File: config.mk
export PLATFORM = sky130hd
export DESIGN_NAME = health_tracker_flat
export DESIGN_NICKNAME = d
export VERILOG_FILES = /design/src/rtl/health_tracker_pkg.sv /design/src/rtl/health_tracker_if.sv /design/src/rtl/frame_edge_sync.sv /design/src/rtl/health_tracker.sv /design/src/flat_wrapper.sv
export SDC_FILE = /design/constraint.sdc
export NUM_CORES = 1
export LEC_CHECK = 0
export BUFFER_PORTS_ARGS = -buffer_cell sky130_fd_sc_hd__buf_2
export CAP_MARGIN = 5
export CORE_ASPECT_RATIO = 1.2
export CORE_UTILIZATION = 28
export CTS_BUF_LIST = sky130_fd_sc_hd__clkbuf_8
export DETAILED_ROUTE_END_ITERATION = 10
export PLACE_DENSITY = 0.48
export SYNTH_ARGS = -nofsm -noshare
export SYNTH_HDL_FRONTEND = slang
export SYNTH_SLANG_ARGS = --single-unit
File: constraint.sdc
create_clock -name Clk -period 3.75 [get_ports Clk]
set_input_delay 0.5625 -clock Clk [delete_from_list [all_inputs] [get_ports Clk]]
set_output_delay 0.5625 -clock Clk [all_outputs]
set_load 0.005 [all_outputs]
File: src/rtl/health_tracker_pkg.sv
// Shared types and constants for the game's health/collision logic.
// Imported by the tracker, its sub-module and the bench.
package game_pkg;

   typedef enum logic [1:0] {
      IDLE   = 2'd0,
      ALIVE  = 2'd1,
      INVULN = 2'd2,
      DEAD   = 2'd3
   } health_state_t;

   localparam logic [1:0] MAX_HEALTH_C    = 2'd3;
   localparam logic [7:0] INVULN_FRAMES_C = 8'd60;
   localparam logic [3:0] BLINK_FRAMES_C  = 4'd4;

   function automatic logic [1:0] sat_dec2(input logic [1:0] v);
      return (v == 2'd0) ? 2'd0 : v - 2'd1;
   endfunction

endpackage

File: src/rtl/health_tracker_if.sv
// Pixel-flag inputs and health outputs exchanged between the colour mapper/game FSM and
// the health tracker. master drives the flags; slave is the tracker.
interface health_tracker_if;

   logic       playerFlag;
   logic       ball_on;
   logic       obstacle_on;
   logic       pit_on;
   logic       collisionFlag;
   logic [1:0] healthbar;
   logic       invuln;
   logic       blink;
   logic       hit_pulse;

   modport master (
      output playerFlag, ball_on, obstacle_on, pit_on,
      input  collisionFlag, healthbar, invuln, blink, hit_pulse
   );

   modport slave (
      input  playerFlag, ball_on, obstacle_on, pit_on,
      output collisionFlag, healthbar, invuln, blink, hit_pulse
   );

endinterface

File: src/rtl/frame_edge_sync.sv
// Brings an asynchronous frame strobe into the clk_i domain and emits a one-cycle pulse
// on each rising edge.
module frame_edge_sync (
   input  logic clk_i,
   input  logic rst_i,
   input  logic async_i,
   output logic rise_o
);

   logic f1_q, f2_q, f3_q;
   logic f1_d, f2_d, f3_d;

   always_comb begin
      f1_d = async_i;
      f2_d = f1_q;
      f3_d = f2_q;
   end

   always_ff @(posedge clk_i) begin
      if (rst_i) begin
         f1_q <= 1'b0;
         f2_q <= 1'b0;
         f3_q <= 1'b0;
      end else begin
         f1_q <= f1_d;
         f2_q <= f2_d;
         f3_q <= f3_d;
      end
   end

   assign rise_o = f2_q & ~f3_q;

endmodule

File: src/rtl/health_tracker.sv
// Tracks player health from ball/hazard pixel overlaps, deciding damage once per frame and
// running invulnerability frames with sprite blink after a non-fatal hit.
module health_tracker
   import game_pkg::*;
#(
   parameter logic [1:0] MAX_HEALTH    = MAX_HEALTH_C,
   parameter logic [7:0] INVULN_FRAMES = INVULN_FRAMES_C,
   parameter logic [3:0] BLINK_FRAMES  = BLINK_FRAMES_C
) (
   input  logic                    Clk,
   input  logic                    Reset,
   input  logic                    frame_clk,
   health_tracker_if.slave         bus
);

   logic frame_rise;

   frame_edge_sync u_frame_sync (
      .clk_i   (Clk),
      .rst_i   (Reset),
      .async_i (frame_clk),
      .rise_o  (frame_rise)
   );

   health_state_t state_q, state_d;
   logic [1:0]    health_q, health_d;
   logic [7:0]    inv_cnt_q, inv_cnt_d;
   logic [3:0]    blink_cnt_q, blink_cnt_d;
   logic          blink_q, blink_d;
   logic          hit_pulse_q, hit_pulse_d;
   logic          hit_pend_q, hit_pend_d;
   logic          fatal_pend_q, fatal_pend_d;

   logic hit_set, fatal_set;

   assign hit_set   = bus.ball_on & bus.obstacle_on & bus.playerFlag;
   assign fatal_set = bus.ball_on & bus.pit_on & bus.playerFlag;

   // Overlaps seen in the frame_rise cycle itself are carried into the next frame.
   always_comb begin
      hit_pend_d   = frame_rise ? hit_set   : (hit_pend_q | hit_set);
      fatal_pend_d = frame_rise ? fatal_set : (fatal_pend_q | fatal_set);
      if (!bus.playerFlag) begin
         hit_pend_d   = 1'b0;
         fatal_pend_d = 1'b0;
      end
   end

   always_comb begin
      state_d     = state_q;
      health_d    = health_q;
      inv_cnt_d   = inv_cnt_q;
      blink_cnt_d = blink_cnt_q;
      blink_d     = blink_q;
      hit_pulse_d = 1'b0;

      unique case (state_q)
         IDLE: begin
            health_d = MAX_HEALTH;
            if (bus.playerFlag) state_d = ALIVE;
         end
         ALIVE: begin
            if (frame_rise) begin
               if (fatal_pend_q) begin
                  state_d  = DEAD;
                  health_d = 2'd0;
               end else if (hit_pend_q) begin
                  hit_pulse_d = 1'b1;
                  if (health_q <= 2'd1) begin
                     state_d  = DEAD;
                     health_d = 2'd0;
                  end else begin
                     state_d     = INVULN;
                     health_d    = sat_dec2(health_q);
                     inv_cnt_d   = INVULN_FRAMES;
                     blink_cnt_d = BLINK_FRAMES;
                     blink_d     = 1'b0;
                  end
               end
            end
         end
         INVULN: begin
            if (frame_rise) begin
               if (fatal_pend_q) begin
                  state_d  = DEAD;
                  health_d = 2'd0;
               end else begin
                  inv_cnt_d = (inv_cnt_q == 8'd0) ? 8'd0 : inv_cnt_q - 8'd1;
                  if (inv_cnt_q <= 8'd1) begin
                     state_d = ALIVE;
                  end else if (blink_cnt_q <= 4'd1) begin
                     blink_d     = ~blink_q;
                     blink_cnt_d = BLINK_FRAMES;
                  end else begin
                     blink_cnt_d = blink_cnt_q - 4'd1;
                  end
               end
            end
         end
         DEAD: begin
            health_d = 2'd0;
         end
         default: state_d = IDLE;
      endcase

      // Leaving the game aborts any state, including a pending frame decision.
      if (!bus.playerFlag) begin
         state_d     = IDLE;
         health_d    = MAX_HEALTH;
         inv_cnt_d   = 8'd0;
         blink_cnt_d = 4'd0;
         hit_pulse_d = 1'b0;
      end

      if (state_d != INVULN) blink_d = 1'b0;
   end

   always_ff @(posedge Clk) begin
      if (Reset) begin
         state_q      <= IDLE;
         health_q     <= MAX_HEALTH;
         inv_cnt_q    <= 8'd0;
         blink_cnt_q  <= 4'd0;
         blink_q      <= 1'b0;
         hit_pulse_q  <= 1'b0;
         hit_pend_q   <= 1'b0;
         fatal_pend_q <= 1'b0;
      end else begin
         state_q      <= state_d;
         health_q     <= health_d;
         inv_cnt_q    <= inv_cnt_d;
         blink_cnt_q  <= blink_cnt_d;
         blink_q      <= blink_d;
         hit_pulse_q  <= hit_pulse_d;
         hit_pend_q   <= hit_pend_d;
         fatal_pend_q <= fatal_pend_d;
      end
   end

   assign bus.collisionFlag = (state_q == DEAD);
   assign bus.invuln        = (state_q == INVULN);
   assign bus.healthbar     = health_q;
   assign bus.blink         = blink_q;
   assign bus.hit_pulse     = hit_pulse_q;

endmodule

File: src/flat_wrapper.sv
// flat-port wrapper written by rule: the top's interface ports become plain ports
module health_tracker_flat import game_pkg::*;
#(
   parameter logic [1:0] MAX_HEALTH    = MAX_HEALTH_C,
   parameter logic [7:0] INVULN_FRAMES = INVULN_FRAMES_C,
   parameter logic [3:0] BLINK_FRAMES  = BLINK_FRAMES_C
)
  (Clk, Reset, frame_clk, bus_playerFlag, bus_ball_on, bus_obstacle_on, bus_pit_on, bus_collisionFlag, bus_healthbar, bus_invuln, bus_blink, bus_hit_pulse);
  health_tracker_if bus_i ();
  input  logic Clk;
  input  logic Reset;
  input  logic frame_clk;
  input wire logic [$bits(bus_i.playerFlag)-1:0] bus_playerFlag;
  input wire logic [$bits(bus_i.ball_on)-1:0] bus_ball_on;
  input wire logic [$bits(bus_i.obstacle_on)-1:0] bus_obstacle_on;
  input wire logic [$bits(bus_i.pit_on)-1:0] bus_pit_on;
  output wire logic [$bits(bus_i.collisionFlag)-1:0] bus_collisionFlag;
  output wire logic [$bits(bus_i.healthbar)-1:0] bus_healthbar;
  output wire logic [$bits(bus_i.invuln)-1:0] bus_invuln;
  output wire logic [$bits(bus_i.blink)-1:0] bus_blink;
  output wire logic [$bits(bus_i.hit_pulse)-1:0] bus_hit_pulse;
  assign bus_i.playerFlag = bus_playerFlag;
  assign bus_i.ball_on = bus_ball_on;
  assign bus_i.obstacle_on = bus_obstacle_on;
  assign bus_i.pit_on = bus_pit_on;
  assign bus_collisionFlag = bus_i.collisionFlag;
  assign bus_healthbar = bus_i.healthbar;
  assign bus_invuln = bus_i.invuln;
  assign bus_blink = bus_i.blink;
  assign bus_hit_pulse = bus_i.hit_pulse;
  health_tracker #(.MAX_HEALTH(MAX_HEALTH), .INVULN_FRAMES(INVULN_FRAMES), .BLINK_FRAMES(BLINK_FRAMES)) u_core (.Clk(Clk), .Reset(Reset), .frame_clk(frame_clk), .bus(bus_i));
endmodule
==> results of run 1 <==
-- where the power goes --
part	internal (mW)	switching, mW	leakage [nW]
Clock	0.0732	0.0823	0.0269
Combinational	0.0230	0.0362	0.381
Sequential	0.249	0.00564	0.187
-- cell type report --
type	instances	area [um2]
Tap cell	60	75.1
Sequential cell	23	460
Multi-Input combinational cell	127	903
Clock buffer	3	41.3
Inverter	16	60.1
Fill cell	522	3360
Clock inverter	1	3.75
Timing Repair Buffer	13	67.6
-- per-stage QoR --
stage | cells | instance area (um2)
after floorplan | 172 | 1470
after global placement | 239 | 1570
after detailed placement | 239 | 1570
after CTS | 243 | 1610
after global routing | 243 | 1610
final | 243 | 1610
-- flip-flops by register name (all words and copies together) (netlist names) --
signal	cells
u_core.u_frame_sync.f3_q	1
u_core.bus.hit_pulse	1
u_core.inv_cnt_q	8
u_core.blink_cnt_q	4
u_core.hit_pend_q	1
u_core.bus.blink	1
u_core.state_q	2
u_core.bus.healthbar	2
u_core.u_frame_sync.f2_q	1
u_core.fatal_pend_q	1
u_core.u_frame_sync.f1_q	1
-- layer usage --
layer  global-route usage [%]  up-vias
li1                         -      670
met1                     17.2      634
met2                     24.0       22
met3                     2.11        6
met4                     5.00        0
met5                        0        -
-- cells by family after synthesis --
kind of cell,share of synthesized area [%]
AO/OA/AOI/OAI,26.6
adder cells (fa/ha/maj),7.66
buffers and inverters,7.23
flip-flops,31.3
multiplexers,0.681
AND/OR/NAND/NOR,26.6
-- cells in the mapped netlist (all sizes together), types with 2 or more instances --
| master | count | area share [%] |
|---|---|---|
| nor4b | 2 | 1.2 |
| inv | 16 | 4.1 |
| dfxtp | 23 | 31 |
| a21o | 2 | 1.1 |
| clkbuf | 4 | 1.7 |
| nand3 | 7 | 2.4 |
| nor3 | 3 | 1.0 |
| a22oi | 2 | 1.0 |
| o211ai | 6 | 3.1 |
| ha | 9 | 7.7 |
| nand2 | 5 | 1.3 |
| nor4 | 2 | 1.9 |
| a21oi | 11 | 3.7 |
| or2 | 2 | 0.85 |
| nor2b | 6 | 2.6 |
| a31oi | 2 | 0.85 |
| o21ai | 6 | 2.0 |
| o2111ai | 2 | 1.2 |
| or3 | 6 | 2.7 |
| a311oi | 3 | 2.2 |
| nor2 | 9 | 2.3 |
| nand2b | 4 | 1.7 |
| a211oi | 4 | 2.0 |
| or4b | 2 | 1.4 |
| nor3b | 4 | 2.0 |
| o31ai | 7 | 3.6 |
| or4 | 3 | 1.5 |
-- placed cells by master (no fill, tap or decap), types with 6 or more instances in the layout --
master                      n
sky130_fd_sc_hd__nor2b_1    6
sky130_fd_sc_hd__o211ai_1   6
sky130_fd_sc_hd__a21oi_1   11
sky130_fd_sc_hd__ha_1       9
sky130_fd_sc_hd__o31ai_1    7
sky130_fd_sc_hd__nand3_1    7
sky130_fd_sc_hd__dfxtp_1   23
sky130_fd_sc_hd__nor2_1     9
sky130_fd_sc_hd__buf_2     12
sky130_fd_sc_hd__o21ai_0    6
sky130_fd_sc_hd__inv_1     17
-- worst paths after layout --
path | to | startpoint | slack, ns
max reg2reg | u_core.bus.blink | u_core.state_q[0] | 1.30
min reg2reg | u_core.u_frame_sync.f2_q | u_core.u_frame_sync.f1_q | 0.45
min | u_core.u_frame_sync.f2_q | u_core.u_frame_sync.f1_q | 0.45
max | u_core.bus.blink | u_core.state_q[0] | 1.30
-- worst reg2reg max path, stage by stage (launching register included) --
cell and delay [ns]:
sky130_fd_sc_hd__dfxtp_1 0.35, sky130_fd_sc_hd__inv_1 0.09, sky130_fd_sc_hd__ha_1 0.51, sky130_fd_sc_hd__inv_1 0.29, sky130_fd_sc_hd__nor4_4 0.40, sky130_fd_sc_hd__or4b_1 0.49
sky130_fd_sc_hd__a311oi_2 0.24
==> flow_summary.html, run 1 <==
<table>
<tr><th>Metric</th><th>Value</th></tr>
<tr><th colspan="2">Critical path</th></tr>
<tr><td>Worst Path Required</td><td>3.93 ns</td></tr>
<tr><td>Worst setup path category</td><td>reg2reg</td></tr>
<tr><td>Critical path buffers and inverters</td><td>2</td></tr>
<tr><td>Stage delay of the slowest cell on the critical path</td><td>0.51 ns</td></tr>
<tr><td>CP max-delay cell</td><td>sky130_fd_sc_hd__ha_1</td></tr>
<tr><td>CP Capture Type</td><td>flop</td></tr>
<tr><td>Maximum fanout count along the critical path</td><td>15</td></tr>
<tr><td>Critical path startpoint category</td><td>flop</td></tr>
<tr><td>Worst EP arrival</td><td>2.63 ns</td></tr>
<tr><td>Series of cell instances along the critical path</td><td>inv_1, ha_1, inv_1, nor4_4, or4b_1, a311oi_2</td></tr>
<tr><td>Family of cells with the greatest summed delay on the critical path</td><td>simple AND/OR/NAND/NOR gates</td></tr>
<tr><td>Total stage count of the critical path</td><td>6</td></tr>
<tr><td>Most common cell on crit path</td><td>sky130_fd_sc_hd__inv_1</td></tr>
<tr><td>Cells on worst reg2reg path</td><td>6</td></tr>
<tr><th colspan="2">Cells and area</th></tr>
<tr><td>Share of final-layout standard cells stronger than drive strength 1</td><td>14.2%</td></tr>
<tr><td>Number of inserted diodes</td><td>0</td></tr>
<tr><td>Core Util, Final</td><td>32.4%</td></tr>
<tr><td>Final layout net count</td><td>200</td></tr>
<tr><td>Area growth from synthesis to layout</td><td>9.62%</td></tr>
<tr><th colspan="2">Worst hold path</th></tr>
<tr><td>Hold Crit Depth</td><td>1</td></tr>
<tr><td>Min-Delay Path Class</td><td>reg2reg</td></tr>
<tr><th colspan="2">Drt</th></tr>
<tr><td>Detailed-route wire length on metal 1</td><td>1.68 mm</td></tr>
<tr><td>Detailed route wirelength on metal3</td><td>84 um</td></tr>
<tr><td>Via density per instance</td><td>around 5.5</td></tr>
<tr><td>Remaining design rule violation count</td><td>0</td></tr>
<tr><td>Violation count after the first detailed-routing iteration</td><td>108</td></tr>
<tr><td>Routed len/inst</td><td>between 10 and 15 um</td></tr>
<tr><td>Max Used Layer</td><td>met4</td></tr>
<tr><td>Count of antenna-violating nets left after detailed routing</td><td>0</td></tr>
<tr><td>Initial DRT Pass Iterations</td><td>5</td></tr>
<tr><td>Final routed wirelength across all metal layers</td><td>3.54 mm</td></tr>
<tr><td>Vias post-DR</td><td>1332</td></tr>
<tr><td>Met2 routed WL</td><td>1.72 mm</td></tr>
<tr><th colspan="2">Yosys</th></tr>
<tr><td>Ys Warns</td><td>0</td></tr>
<tr><td>Most used flip-flop cell after synthesis</td><td>sky130_fd_sc_hd__dfxtp_1</td></tr>
<tr><td>Async S/R FF share, synth</td><td>0%</td></tr>
<tr><td>Post-synth EDFFs</td><td>0</td></tr>
<tr><td>Syn_area_per_cell</td><td>~8.5 um2</td></tr>
<tr><td>Synth Cell Area</td><td>~1500 um2</td></tr>
<tr><td>Cell count after synthesis</td><td>172</td></tr>
<tr><td>Distinct cell type count after synthesis</td><td>53</td></tr>
<tr><td>Syn_nets</td><td>188</td></tr>
<tr><td>Seq cells post-synth</td><td>23</td></tr>
<tr><td>Sequential element share of the synthesized area</td><td>31.3%</td></tr>
<tr><th colspan="2">CTS</th></tr>
<tr><td>Postcts setup bufs</td><td>0</td></tr>
<tr><td>Number of buffers on the longest clock path</td><td>2</td></tr>
<tr><td>PostCTS Resize Cnt</td><td>0</td></tr>
<tr><td>Clock sink count</td><td>23</td></tr>
<tr><td>Clk slew on worst S/H paths</td><td>0.08 ns</td></tr>
<tr><td>Clk_lat worst skew</td><td>0.26 ns</td></tr>
<tr><td>Root buffer cell</td><td>sky130_fd_sc_hd__clkbuf_8</td></tr>
<tr><td>Clock buffers created by TritonCTS</td><td>3</td></tr>
<tr><td>CTS tree</td><td>done</td></tr>
<tr><td>Hold Buf Count CTS</td><td>0</td></tr>
<tr><td>Number of H-tree levels</td><td>1</td></tr>
<tr><th colspan="2">GRT</th></tr>
<tr><td>Initial antenna violation count</td><td>0</td></tr>
<tr><td>Global router's overall resource usage</td><td>14.0%</td></tr>
<tr><td>GRT Residual Overflow</td><td>0</td></tr>
<tr><td>Wire length of the first global-routing pass</td><td>5.83 mm</td></tr>
<tr><td>Maximum number of pins on one net before global-route repair</td><td>16</td></tr>
<tr><td>Via count of the first global-routing pass</td><td>between 1000 and 1500</td></tr>
<tr><th colspan="2">Power and ir drop</th></tr>
<tr><td>Leakage</td><td>0.595 nW</td></tr>
<tr><td>Worst vdd rail ir drop</td><td>~0.00012 V</td></tr>
<tr><td>Areal power density over the cells</td><td>291 nW/um2</td></tr>
<tr><td>Overall power of the completed layout</td><td>about 470 uW</td></tr>
<tr><th colspan="2">Timing</th></tr>
<tr><td>Worst Slack Setup Final</td><td>around 1.3 ns</td></tr>
<tr><td>Max transition margin</td><td>between 30% and 40%</td></tr>
<tr><td>Clock Skews</td><td>0.00220 ns</td></tr>
<tr><td>Setup violators final</td><td>0</td></tr>
<tr><td>Maximum clock rate</td><td>408 MHz</td></tr>
<tr><td>Post-route fraction of the period consumed by the critical path</td><td>about two thirds</td></tr>
<tr><td>Final sum of negative setup slack</td><td>0 ns</td></tr>
<tr><td>Final worst path period need</td><td>between 2 and 2.5 ns</td></tr>
<tr><td>Final number of max-transition violations</td><td>0</td></tr>
<tr><td>Final-report hold violation count</td><td>0</td></tr>
<tr><td>Worst slew pin tran</td><td>0.910 ns</td></tr>
<tr><td>Worst hold slack after final layout</td><td>about 0.45 ns</td></tr>
<tr><td>RSZ-0062 raised after global routing</td><td>false</td></tr>
<tr><th colspan="2">Placed design</th></tr>
<tr><td>Half-perimeter wire length of the detailed placement result</td><td>2.67 mm</td></tr>
<tr><td>Final Wtd Congestion</td><td>0.819</td></tr>
<tr><td>Number of port buffers</td><td>12</td></tr>
<tr><td>Worst slack, placed</td><td>~1.4 ns</td></tr>
<tr><th colspan="2">Floorplanning</th></tr>
<tr><td>Site Rows</td><td>28</td></tr>
<tr><td>Initial standard-cell utilization of the core</td><td>29.6%</td></tr>
<tr><td>DIE WIDTH</td><td>approximately 70 um</td></tr>
<tr><td>Area of the placeable core</td><td>4970 um2</td></tr>
<tr><td>Die Height</td><td>81.4 um</td></tr>
<tr><td># IOs</td><td>13</td></tr>
<tr><td>Total Die Area</td><td>5550 um2</td></tr>
<tr><th colspan="2">Flow run</th></tr>
<tr><td>Number of max-cap violations</td><td>0</td></tr>
<tr><th colspan="2">Status</th></tr>
<tr><td>Run status</td><td>complete, no violations</td></tr>
</table>
No activity file was read; power rests on OpenSTA's default activity.
==> run 2, diff against run 1 <==
Settings changed: PLACE_DENSITY 0.48 to 0.49.
Clock period 3.75 ns to 2.1 ns, I/O delays scaled along.
==> flow_summary.html, run 2 (synthesis results as in run 1) <==
<table>
<tr><th>Metric</th><th>Value</th></tr>
<tr><th colspan="2">Cells and area</th></tr>
<tr><td>Most common cell after layout, fill and taps aside</td><td>sky130_fd_sc_hd__dfxtp_1</td></tr>
<tr><td>Fill cells</td><td>549 (+5.2%)</td></tr>
<tr><td>Sequential standard cell area</td><td>464 um2 (+0.82%)</td></tr>
<tr><td>Top register by number of flip-flops</td><td>u_core.inv_cnt_q</td></tr>
<tr><td>Number of flip-flops under the largest register name</td><td>8 (unchanged)</td></tr>
<tr><td>Share of final-layout standard cells stronger than drive strength 1</td><td>21.6% (+7.4 points)</td></tr>
<tr><td>Top library cells by usage in the layout, fill and taps aside</td><td>sky130_fd_sc_hd__dfxtp_1, sky130_fd_sc_hd__inv_1, sky130_fd_sc_hd__buf_2, sky130_fd_sc_hd__a21oi_1, sky130_fd_sc_hd__buf_4</td></tr>
<tr><td>Multi-input gate area in the final layout</td><td>913 um2 (+1.1%)</td></tr>
<tr><td>Area growth from synthesis to layout</td><td>17.0%</td></tr>
<tr><td>Final layout net count</td><td>211 (+5.5%)</td></tr>
<tr><td>Number of inserted diodes</td><td>0 (unchanged)</td></tr>
<tr><td>Largest regs</td><td>u_core.inv_cnt_q: 8 flops, u_core.blink_cnt_q: 4 flops</td></tr>
<tr><th colspan="2">Floorplanning</th></tr>
<tr><td>DIE WIDTH</td><td>68.1 um (unchanged)</td></tr>
<tr><td>Area of the placeable core</td><td>4970 um2 (unchanged)</td></tr>
<tr><td># IOs</td><td>13 (unchanged)</td></tr>
<tr><td>Total Die Area</td><td>5550 um2 (unchanged)</td></tr>
<tr><td>Die Height</td><td>81.4 um (unchanged)</td></tr>
<tr><td>Site Rows</td><td>28 (unchanged)</td></tr>
<tr><td>Initial standard-cell utilization of the core</td><td>29.6% (unchanged)</td></tr>
<tr><th colspan="2">Worst hold path</th></tr>
<tr><td>Min-Delay Path Class</td><td>in2reg</td></tr>
<tr><td>Hold Crit Depth</td><td>2 (+1)</td></tr>
<tr><th colspan="2">Critical path</th></tr>
<tr><td>Critical path endpoint</td><td>u_core.bus.blink</td></tr>
<tr><td>Worst EP arrival</td><td>2.17 ns (-0.46 ns)</td></tr>
<tr><td>Launching point of the worst reg2reg path</td><td>u_core.blink_cnt_q[0]</td></tr>
<tr><td>Flop-to-flop setup slack</td><td>0.12 ns (-1.18 ns)</td></tr>
<tr><td>Source of the critical timing path</td><td>u_core.blink_cnt_q[0]</td></tr>
<tr><td>Maximum fanout count along the critical path</td><td>5 (-10)</td></tr>
<tr><td>Worst reg2reg endpoint</td><td>u_core.bus.blink</td></tr>
<tr><td>CP max-delay cell</td><td>sky130_fd_sc_hd__or4b_1</td></tr>
<tr><td>Worst Path Required</td><td>2.29 ns (-1.64 ns)</td></tr>
<tr><td>Series of cell instances along the critical path</td><td>inv_1, ha_1, nor2_1, or3_2, or4b_1, a311oi_2</td></tr>
<tr><td>CP Capture Type</td><td>flop</td></tr>
<tr><td>Critical path startpoint category</td><td>flop</td></tr>
<tr><td>Cells on worst reg2reg path</td><td>6 (unchanged)</td></tr>
<tr><td>Stage delay of the slowest cell on the critical path</td><td>0.53 ns (+0.02 ns)</td></tr>
<tr><td>Worst setup path category</td><td>reg2reg</td></tr>
<tr><th colspan="2">Timing</th></tr>
<tr><td>Clock Skews</td><td>0.00561 ns (+0.00341 ns)</td></tr>
<tr><td>Maximum clock rate</td><td>505 MHz (+24%)</td></tr>
<tr><td>Final-report hold violation count</td><td>0 (unchanged)</td></tr>
<tr><td>Final number of max-transition violations</td><td>0 (unchanged)</td></tr>
<tr><td>Final sum of negative setup slack</td><td>0 ns (unchanged)</td></tr>
<tr><td>Max transition margin</td><td>63.1% (+24 points)</td></tr>
<tr><td>Worst hold slack after final layout</td><td>0.259 ns (-0.190 ns)</td></tr>
<tr><td>Post-route fraction of the period consumed by the critical path</td><td>94.2% (+29 points)</td></tr>
<tr><td>Final worst path period need</td><td>1.98 ns (-0.472 ns)</td></tr>
<tr><td>Setup violators final</td><td>0 (unchanged)</td></tr>
<tr><td>Worst slew pin tran</td><td>0.549 ns (-0.361 ns)</td></tr>
<tr><td>RSZ-0062 raised after global routing</td><td>false</td></tr>
<tr><th colspan="2">Drt</th></tr>
<tr><td>Vias post-DR</td><td>1377 (+3.4%)</td></tr>
<tr><td>Routed len/inst</td><td>14.7 um (+0.75%)</td></tr>
<tr><td>Remaining design rule violation count</td><td>0 (unchanged)</td></tr>
<tr><td>Final routed wirelength across all metal layers</td><td>3.73 mm (+5.3%)</td></tr>
<tr><td>Count of antenna-violating nets left after detailed routing</td><td>0 (unchanged)</td></tr>
<tr><td>Initial DRT Pass Iterations</td><td>4 (-1)</td></tr>
<tr><td>Via density per instance</td><td>5.42 (-1.1%)</td></tr>
<tr><td>Violation count after the first detailed-routing iteration</td><td>74 (-31%)</td></tr>
<tr><th colspan="2">CTS</th></tr>
<tr><td>Clock sink count</td><td>23 (unchanged)</td></tr>
<tr><td>Number of buffers on the longest clock path</td><td>2 (unchanged)</td></tr>
<tr><td>Postcts setup bufs</td><td>0 (unchanged)</td></tr>
<tr><td>Clock buffers created by TritonCTS</td><td>3 (unchanged)</td></tr>
<tr><td>Root buffer cell</td><td>sky130_fd_sc_hd__clkbuf_8</td></tr>
<tr><td>Clk_lat worst skew</td><td>0.27 ns (about the same)</td></tr>
<tr><td>Number of H-tree levels</td><td>1 (unchanged)</td></tr>
<tr><td>Hold Buf Count CTS</td><td>0 (unchanged)</td></tr>
<tr><td>CTS tree</td><td>done</td></tr>
<tr><td>PostCTS Resize Cnt</td><td>0 (unchanged)</td></tr>
<tr><td>Clk slew on worst S/H paths</td><td>0.09 ns (about the same)</td></tr>
<tr><th colspan="2">Power and ir drop</th></tr>
<tr><td>Areal power density over the cells</td><td>495 nW/um2 (+70%)</td></tr>
<tr><td>Worst vdd rail ir drop</td><td>0.000195 V (+68%)</td></tr>
<tr><td>Leakage</td><td>0.657 nW (+10%)</td></tr>
<tr><th colspan="2">GRT</th></tr>
<tr><td>GRT Residual Overflow</td><td>0 (unchanged)</td></tr>
<tr><td>Wire length of the first global-routing pass</td><td>6.26 mm (+7.3%)</td></tr>
<tr><td>Via count of the first global-routing pass</td><td>1318 (+4.4%)</td></tr>
<tr><td>Initial antenna violation count</td><td>0 (unchanged)</td></tr>
<tr><td>Maximum number of pins on one net before global-route repair</td><td>14 (-2)</td></tr>
<tr><td>Global router's overall resource usage</td><td>15.1% (+1.2 points)</td></tr>
<tr><th colspan="2">Placed design</th></tr>
<tr><td>Number of port buffers</td><td>12 (unchanged)</td></tr>
<tr><td>Half-perimeter wire length of the detailed placement result</td><td>2.79 mm (+4.8%)</td></tr>
<tr><td>Final Wtd Congestion</td><td>0.793 (-3.2%)</td></tr>
<tr><th colspan="2">Flow run</th></tr>
<tr><td>Number of max-cap violations</td><td>0 (unchanged)</td></tr>
<tr><th colspan="2">Status</th></tr>
<tr><td>Run status</td><td>complete, no violations</td></tr>
</table>
run 2: cell types whose count changed in the layout (fill, tap and decap cells not counted):
cell	before	now
sky130_fd_sc_hd__buf_4	1	11
sky130_fd_sc_hd__dfxtp_1	23	20
sky130_fd_sc_hd__dfxtp_2	0	3
sky130_fd_sc_hd__and3_2	1	0
sky130_fd_sc_hd__and3_4	0	1
sky130_fd_sc_hd__buf_12	0	1
sky130_fd_sc_hd__inv_1	17	16
sky130_fd_sc_hd__inv_2	0	1
sky130_fd_sc_hd__nor4b_1	2	1
sky130_fd_sc_hd__nor4b_2	0	1
run 2: worst min path at each step:
stage	from	endpoint	slack, ns
after floorplan	Reset	u_core.state_q[0]	0.39
after global placement	u_core.u_frame_sync.f1_q	u_core.u_frame_sync.f2_q	0.42
after detailed placement	u_core.u_frame_sync.f1_q	u_core.u_frame_sync.f2_q	0.43
after CTS	frame_clk	u_core.u_frame_sync.f1_q	0.25
after global routing	frame_clk	u_core.u_frame_sync.f1_q	0.28
final	frame_clk	u_core.u_frame_sync.f1_q	0.26
run 2: cell type report:
type / instances / area share, %
tap: 60 / 4.36
clock buffer: 3 / 2.40
sequential: 23 / 27.0
inverter: 16 / 3.49
clock inverter: 1 / 0.218
timing repair buffer: 24 / 9.45
multi-input combinational: 127 / 53.1
run 2: per-stage QoR:
step	std cells	utilization, %	power [mW]	instance area (um2)	setup slack, ns
final	254	34.6	0.851	1720	0.121
after global routing	254	34.6	0.903	1720	0.000371
after CTS	254	34.3	0.867	1710	0.0490
after detailed placement	250	33.4	0.581	1660	0.0542
after global placement	250	33.4	0.582	1660	0.110
after floorplan	172	-	0.539	1470	0.0997
run 2: critical path: cells and delay by family, from the launching register on:
| kind | cells | cell delay [ns] |
|---|---|---|
| buffers and inverters | 1 | 0.07 |
| adder cells (fa/ha/maj) | 1 | 0.19 |
| AND/OR/NAND/NOR | 3 | 1.03 |
| AO/OA/AOI/OAI | 1 | 0.23 |
| flip-flops | 1 | 0.37 |
run 2: power breakdown:
group          switching [mW]  internal [mW]
combinational          0.0698         0.0513
clock                   0.147          0.131
sequential            0.00837          0.444
run 2: per-layer routing:
layer  vias up  track usage [%]  share of wire, %
met5         -                0                 0
met4         0             6.88               1.8
met3         6             1.69               2.4
met2        29             26.2                49
met1       650             18.3                47
li1        692                -                 -
